`src/rtl/priority_encoder_4to2_sync.sv`:
```
// Registered 4-to-2 priority encoder: D[3] wins, with valid, one-hot grant and
// a multiple-request flag, all driven straight from flops.
module priority_encoder_4to2_sync (
    input  logic       clk,
    input  logic       rst,
    input  logic       en,
    input  logic [3:0] D,
    output logic [1:0] Y,
    output logic       valid,
    output logic [3:0] grant,
    output logic       multi
);

    function automatic logic [1:0] prio_index(input logic [3:0] req);
        logic [1:0] idx;
        if (req[3])      idx = 2'd3;
        else if (req[2]) idx = 2'd2;
        else if (req[1]) idx = 2'd1;
        else             idx = 2'd0;
        return idx;
    endfunction

    function automatic logic [3:0] one_hot(input logic [1:0] idx, input logic any);
        return any ? (4'b0001 << idx) : 4'b0000;
    endfunction

    // Clearing the lowest set bit leaves something only when two or more were set.
    function automatic logic multi_req(input logic [3:0] req);
        return (req & (req - 4'd1)) != 4'd0;
    endfunction

    logic [1:0] y_p0;
    logic       vld_p0;
    logic [3:0] grant_p0;
    logic       multi_p0;

    logic [1:0] y_nxt;
    logic       vld_nxt;

    assign y_nxt   = prio_index(D);
    assign vld_nxt = |D;

    // Stage p0: sample request vector
    always_ff @(posedge clk) begin
        if (rst) begin
            y_p0     <= 2'b00;
            vld_p0   <= 1'b0;
            grant_p0 <= 4'b0000;
            multi_p0 <= 1'b0;
        end else if (en) begin
            y_p0     <= y_nxt;
            vld_p0   <= vld_nxt;
            grant_p0 <= one_hot(y_nxt, vld_nxt);
            multi_p0 <= multi_req(D);
        end
    end

    assign Y     = y_p0;
    assign valid = vld_p0;
    assign grant = grant_p0;
    assign multi = multi_p0;

endmodule

```
`config.mk`:
```
export PLATFORM = sky130hd
export DESIGN_NAME = priority_encoder_4to2_sync
export DESIGN_NICKNAME = d
export VERILOG_FILES = /design/src/rtl/priority_encoder_4to2_sync.sv
export SDC_FILE = /design/constraint.sdc
export NUM_CORES = 1
export LEC_CHECK = 0
export ABC_CLOCK_PERIOD_IN_PS = 1600
export BUFFER_PORTS_ARGS = -buffer_cell sky130_fd_sc_hd__buf_2
export CAP_MARGIN = 20
export CORE_AREA = 2 2 39 41
export CTS_CLUSTER_DIAMETER = 30
export CTS_CLUSTER_SIZE = 40
export DETAILED_ROUTE_END_ITERATION = 10
export DIE_AREA = 0 0 41 43
export GPL_ROUTABILITY_DRIVEN = 0
export PLACE_DENSITY_LB_ADDON = 0.15
export SYNTH_ARGS = -nofsm -noshare
export SYNTH_HDL_FRONTEND = slang
export SYNTH_SLANG_ARGS = --single-unit
export TNS_END_PERCENT = 5
```
`constraint.sdc`:
```
create_clock -name clk -period 1.6 [get_ports clk]
set_input_delay 0.24 -clock clk [delete_from_list [all_inputs] [get_ports clk]]
set_output_delay 0.24 -clock clk [all_outputs]
set_load 0.02 [all_outputs]
```
==> summary.md, run 1 <==
| Metric | Value |
|---|---|
| Htree depth | `1` |
| Antenna diode count | `0` |
| Syn_nets | `between 40 and 50` |
| DP Area | `slightly above 400 µm²` |
| Layout cells sized above 1 | `35.3%` |
| Die Span Y | `about 43 µm` |
| Number of setup violations in the final report | `0` |
| Total GRT Usage | `a little over a tenth` |
| IO Port Bufs | `14` |
| Critical path fanouts, max | `2` |
| Final non-filler cell total | `67` |
| Leak | `~0.21 nW` |
| Vias per cell | `4.54` |
| Critical Path, Cell by Cell | `buf_2` |
| Die X | `between 40 and 50 µm` |
| Delay-heaviest family, CP | `flip-flops` |
| Worst Hold Class | `in2reg` |
| Final Hold Viols | `0` |
| Vias | `304` |
| Top sig layer | `met3` |
| Final Skew | `0 ps` |
| Drt pass-1 iters | `2` |
| VDD IR-drop max | `0.000488 V` |
| CTS clk-pin slew, worst paths | `50 ps` |
| ANT nets after route | `0` |
| Final Max Slew Viols | `0` |
| DPL Wire Length | `between 500 and 600 µm` |
| Post-route cell area | `432 µm²` |
| Leading area contributor after synthesis | `dfxtp_1` |
| Max Cap Violations | `0` |
| Worst setup margin | `623 ps` |
| Remaining DRCs | `0` |
| Distinct cell type count after synthesis | `17` |
| Hold buffers post-CTS | `0` |
| Met1 wire length | `290 µm` |
| Synth area leaders | `dfxtp_1 48%, nor2_1 10%, nor3b_4 5.6%` |
| Post-Syn Area | `334 µm²` |
| Final nets | `60` |
| Critical path startpoint category | `register` |
| Critical Path AT | `740 ps` |
| Total grt overflow | `0` |
| Fmax | `roughly 1000 MHz` |
| Worst slew pin tran | `219 ps` |
| PwrDens | `1010 nW/µm²` |
| WL final | `around 700 µm` |
| Die footprint | `1760 µm²` |
| Initial Util | `24.1%` |
| Inst Count DP | `64` |
| Root buffer cell | `clkbuf_4` |
| Status | `complete, no violations` |
| Ys flop type | `dfxtp_1` |
| First-pass GRT wire length | `roughly 1.2 mm` |
| Met3 WL | `between 90 and 100 µm` |
| Top-area cell type share of the netlist area | `47.9%` |
| Crit Path Class | `reg2out` |
| Worst rel slew slack | `85.4%` |
| Cell Rows | `14` |
| I/O pin cnt | `15` |
| Required time worst endpoint | `1360 ps` |
| Post-Syn Area per Cell | `9.28 µm²` |
| Worst path max stage delay | `roughly 330 ps` |
| Synth warnings | `0` |
| Clock Sinks | `8` |
| Total power | `0.435 mW` |
| Post-Synthesis Cells | `36` |
| Min Tclk post-route | `977 ps` |
| Unrepaired setup endpoints after global routing | `no` |
| CTS tree | `built` |
| Area Overhead vs Synth | `29.2%` |
| Cts bufs inserted | `3` |
| FFs w/ async S/R, synth | `0%` |
| Setup TNS | `0 ps` |
| Postcts setup bufs | `0` |
| Slowest cell on the critical path | `dfxtp_1` |
| Fin crit share | `around three fifths` |
| Core area | `1380 µm²` |
| Worst-Skew Late Latency | `250 ps` |
| Initial antenna violation count | `0` |
| Post-synth top cells | `9 x nor2_1, 8 x dfxtp_1, 4 x inv_1, 2 x a211oi_1` |
| Vias in the first global route | `293` |
| Count of buffer and inverter cells on the critical path | `1` |
| Largest net degree at the start of global routing | `10` |
| Setup crit end kind | `output port` |
| Routed len/inst | `10.5 µm` |
| DRT iter0 DRCs | `1` |
| Clk buf depth | `2` |
| Top-count cell post-synth | `nor2_1` |
| Cts repair resizes | `0` |
| EDFF count, synth | `0` |
| Register area share after synthesis | `a little under half` |
| DP Worst Slack | `between 500 and 600 ps` |
| Met2 Wirelength | `between 300 and 400 µm` |
| #FFs+latches synth | `8` |
==> cells by family (layout without fill, tap and decap cells) <==
kind of cell,Yosys count,after routing,synth area share [%]
AOI/OAI and AO/OA,8,8,18.7
adders and majority gates,1,1,3.00
buffers and inverters,6,21,8.99
DFF,8,8,47.9
muxes,1,1,3.00
and+or+nand+nor,12,12,18.3
==> registers in the layout, indices dropped and copies added (netlist names) <==
signal	count
grant	4
Y	2
multi	1
valid	1
==> area by class of cell <==
type,count,area [µm²]
inverters,4,15.0
clock buffers,3,22.5
multi-input cells,22,144
repair buffers,14,70.1
flip-flops and latches,8,160
fillers,153,952
well taps,16,20.0
==> per-stage QoR <==
stage | hold WS, ps | util [%]
6_report | 276 | 31.2
5_1_grt | 271 | 31.2
4_1_cts | 269 | 31.2
3_5_place_dp | 471 | 29.6
3_3_place_gp | 483 | 29.6
2_1_floorplan | 384 | -
==> report_power, final <==
| group | internal (mW) | switching (mW) | leakage, nW |
|---|---|---|---|
| clock | 0.0855 | 0.0642 | 0.0138 |
| sequential | 0.211 | 0.00467 | 0.0660 |
| combinational | 0.0273 | 0.0428 | 0.131 |
| total | 0.324 | 0.112 | 0.211 |
==> final timing paths <==
path | start | to | slack [ps] | depth (start not counted)
max | grant[1] | grant[1] | 620 | 1
min | rst | Y[0] | 280 | 2
min reg2reg | multi | multi | 470 | 2
max reg2reg | multi | multi | 910 | 2
==> layout by cell type, fill, tap and decap left out, drive strengths merged <==
cell,count
mux2i,1
maj3,1
nor2,9
a32oi,1
a211o,1
nor3,1
inv,4
nand2,1
buf,14
nor3b,1
a22oi,1
clkbuf,3
dfxtp,8
a2bb2oi,1
a211oi,2
o32ai,1
a21oi,1
==> layer usage <==
metal  vias to the layer above  track usage [%]
li1                        154                -
met1                       138             12.0
met2                        12             14.4
met3                         0             9.95
met4                         0             4.00
met5                         -                0
No activity file was read; power rests on OpenSTA's default activity.
==> inputs of run 2 (changes only) <==
- ABC_CLOCK_PERIOD_IN_PS: 1600 -> 900
- clock period: 1.6 -> 0.9 ns (I/O delays scaled with it)
==> run 2 against run 1 <==
Compared with the run above: global-route usage grew 1.5 points; via count grew 1.6%; cell count grew 6.0%; routed wire length grew 16%; largest cell class unchanged; largest power group unchanged; highest routed layer unchanged.
==> summary.md, run 2 (synthesis gave the netlist of run 1 again) <==
| Metric | Value |
|---|---|
| Status | `complete, no violations (unchanged)` |
| Critical path startpoint category | `register (unchanged)` |
| Required time worst endpoint | `760 ps (was 1360 ps)` |
| Vias per cell | `4.35 (was 4.54)` |
| Root buffer cell | `clkbuf_4 (unchanged)` |
| Die footprint | `1760 µm² (unchanged)` |
| CTS clk-pin slew, worst paths | `60 ps (was 50 ps)` |
| Worst rel slew slack | `83.7% (was 85.4%)` |
| Reg2reg start | `multi (unchanged)` |
| Number of setup violations in the final report | `0 (unchanged)` |
| Hold-critical path endpoint | `grant[3] (was Y[0])` |
| Htree depth | `1 (unchanged)` |
| Final Hold Viols | `0 (unchanged)` |
| Global routing usage on met2 | `17.5% (was 14.4%)` |
| GRT Max-Usage Layer | `met2 (unchanged)` |
| Clk buf depth | `2 (unchanged)` |
| Min Tclk post-route | `869 ps` |
| Routed len/inst | `11.5 µm (was 10.5 µm)` |
| Cts bufs inserted | `3 (unchanged)` |
| Fmax | `1150 MHz` |
| Antenna diode count | `0 (unchanged)` |
| Leak | `0.234 nW (was 0.211 nW)` |
| Vias in the first global route | `340 (was 293)` |
| Max Cap Violations | `0 (unchanged)` |
| ANT nets after route | `0 (unchanged)` |
| DPL Wire Length | `635 µm (was 556 µm)` |
| Remaining DRCs | `0 (unchanged)` |
| Setup crit end kind | `output port (unchanged)` |
| GR Layer Usage met1 | `14.6% (was 12.0%)` |
| Seq. cell area | `168 µm² (was 160 µm²)` |
| Hold path start | `rst (unchanged)` |
| First-pass GRT wire length | `1.40 mm (was 1.22 mm)` |
| Critical Path AT | `730 ps (was 740 ps)` |
| Vias | `309 (was 304)` |
| Initial Util | `24.1% (unchanged)` |
| Crit Path Class | `reg2out (unchanged)` |
| Reg2reg end | `multi (unchanged)` |
| Layout cells sized above 1 | `50.9% (was 35.3%)` |
| Core area | `1380 µm² (unchanged)` |
| Final Core Density | `35.6% (was 31.2%)` |
| Final Skew | `0 ps (unchanged)` |
| Fillers | `157 (was 153)` |
| Die Span Y | `43 µm (unchanged)` |
| Clock Sinks | `8 (unchanged)` |
| Hold buffers post-CTS | `0 (unchanged)` |
| Most frequent cells in the layout | `11 x buf_4, 9 x nor2_1, 6 x dfxtp_2, 6 x buf_2, 4 x inv_1 (was 14 x buf_2, 9 x nor2_1, 8 x dfxtp_1, 4 x inv_1, 3 x clkbuf_4)` |
| Total GRT Usage | `12.4% (was 10.9%)` |
| Initial antenna violation count | `0 (unchanged)` |
| Footprint of the multi-input gates | `144 µm² (unchanged)` |
| Cells on worst reg2reg path | `2 (unchanged)` |
| Largest net degree at the start of global routing | `7 (was 10)` |
| Final Max Slew Viols | `0 (unchanged)` |
| VDD IR-drop max | `0.000468 V (was 0.000488 V)` |
| Total grt overflow | `0 (unchanged)` |
| Critical Path, Cell by Cell | `buf_4 (was buf_2)` |
| Unrepaired setup endpoints after global routing | `no (unchanged)` |
| Met3 GRT Util | `3.66% (was 9.95%)` |
| Worst-Skew Late Latency | `250 ps (about the same)` |
| Delay-heaviest family, CP | `flip-flops (unchanged)` |
| Count of buffer and inverter cells on the critical path | `1 (unchanged)` |
| DRT iter0 DRCs | `3 (was 1)` |
| Worst slew pin tran | `244 ps (was 219 ps)` |
| Setup TNS | `0 ps (unchanged)` |
| Cell Rows | `14 (unchanged)` |
| Most common cell after layout, fill and taps aside | `buf_4 (was buf_2)` |
| Reg2Reg Setup Slack | `200 ps (was 910 ps)` |
| Critical path fanouts, max | `2 (unchanged)` |
| Area Overhead vs Synth | `47.6% (was 29.2%)` |
| Fin crit share | `96.6%` |
| PwrDens | `1660 nW/µm² (was 1010 nW/µm²)` |
| Die X | `41 µm (unchanged)` |
| Max reg flops | `4 (unchanged)` |
| I/O pin cnt | `15 (unchanged)` |
| IO Port Bufs | `14 (unchanged)` |
| Worst Hold Class | `in2reg (unchanged)` |
| Drt pass-1 iters | `3 (was 2)` |
| Final nets | `64 (was 60)` |
| WL final | `816 µm (was 703 µm)` |
| CTS tree | `built (unchanged)` |
| Slowest cell on the critical path | `dfxtp_1 (unchanged)` |
| Hold path depth | `2 (unchanged)` |
| Worst path max stage delay | `340 ps (was 330 ps)` |
run 2: cell count changes in the layout (fill, tap and decap cells not counted):
cell     delta
buf_6       +1
dfxtp_2     +6
buf_2       -8
buf_4      +11
dfxtp_1     -6
run 2: area by class of cell:
type / instances / area share, %
Clock buffer: 3 / 4.57
Sequential cell: 8 / 34.0
Inverter: 4 / 3.05
Multi-Input combinational cell: 22 / 29.2
Tap cell: 16 / 4.06
Timing Repair Buffer: 18 / 25.1
run 2: report_power, final:
part,switching [mW],internal (mW),total (mW)
logic,0.0787,0.0725,0.151
registers,0.0106,0.378,0.389
clock network,0.128,0.153,0.281
total,0.217,0.603,0.820
run 2: layer usage:
| metal | share of wire (%) | vias up |
|---|---|---|
| li1 | - | 163 |
| met1 | 46 | 137 |
| met2 | 48 | 9 |
| met3 | 6.1 | 0 |
| met4 | 0 | 0 |
| met5 | 0 | - |
run 2: worst max-delay path by stage:
stage / from / end / depth (start not counted)
finish: grant[1] / grant[1] / 1
global route: grant[0] / grant[0] / 1
CTS: multi / multi / 1
detailed placement: D[0] / multi / 4
global placement: D[0] / multi / 4
floorplan: multi / multi / 2
run 2: what timing repair did:
action	in CTS	in global routing
gates cloned	0	0
endpoints found under the setup margin	1	8
gates resized for setup	1	14
setup buffers	0	0
pin swaps	0	0
run 2: per-stage QoR:
stage / cell area, µm² / power [mW] / hold WS, ps / cells / worst slack [ps]
3_5_place_dp: 439 / 0.532 / 402 / 68 / 20.2
2_1_floorplan: 334 / 0.471 / 279 / 36 / 112
4_1_cts: 464 / 0.828 / 123 / 71 / 2.32
5_1_grt: 493 / 0.894 / 130 / 71 / 0.309
3_3_place_gp: 439 / 0.532 / 399 / 68 / 22.6
6_report: 493 / 0.820 / 121 / 71 / 30.7
run 2: worst register-to-register path: stages, from the launching register on:
cell     delay (ps)
dfxtp_2         330
inv_1            40
o32ai_1         230
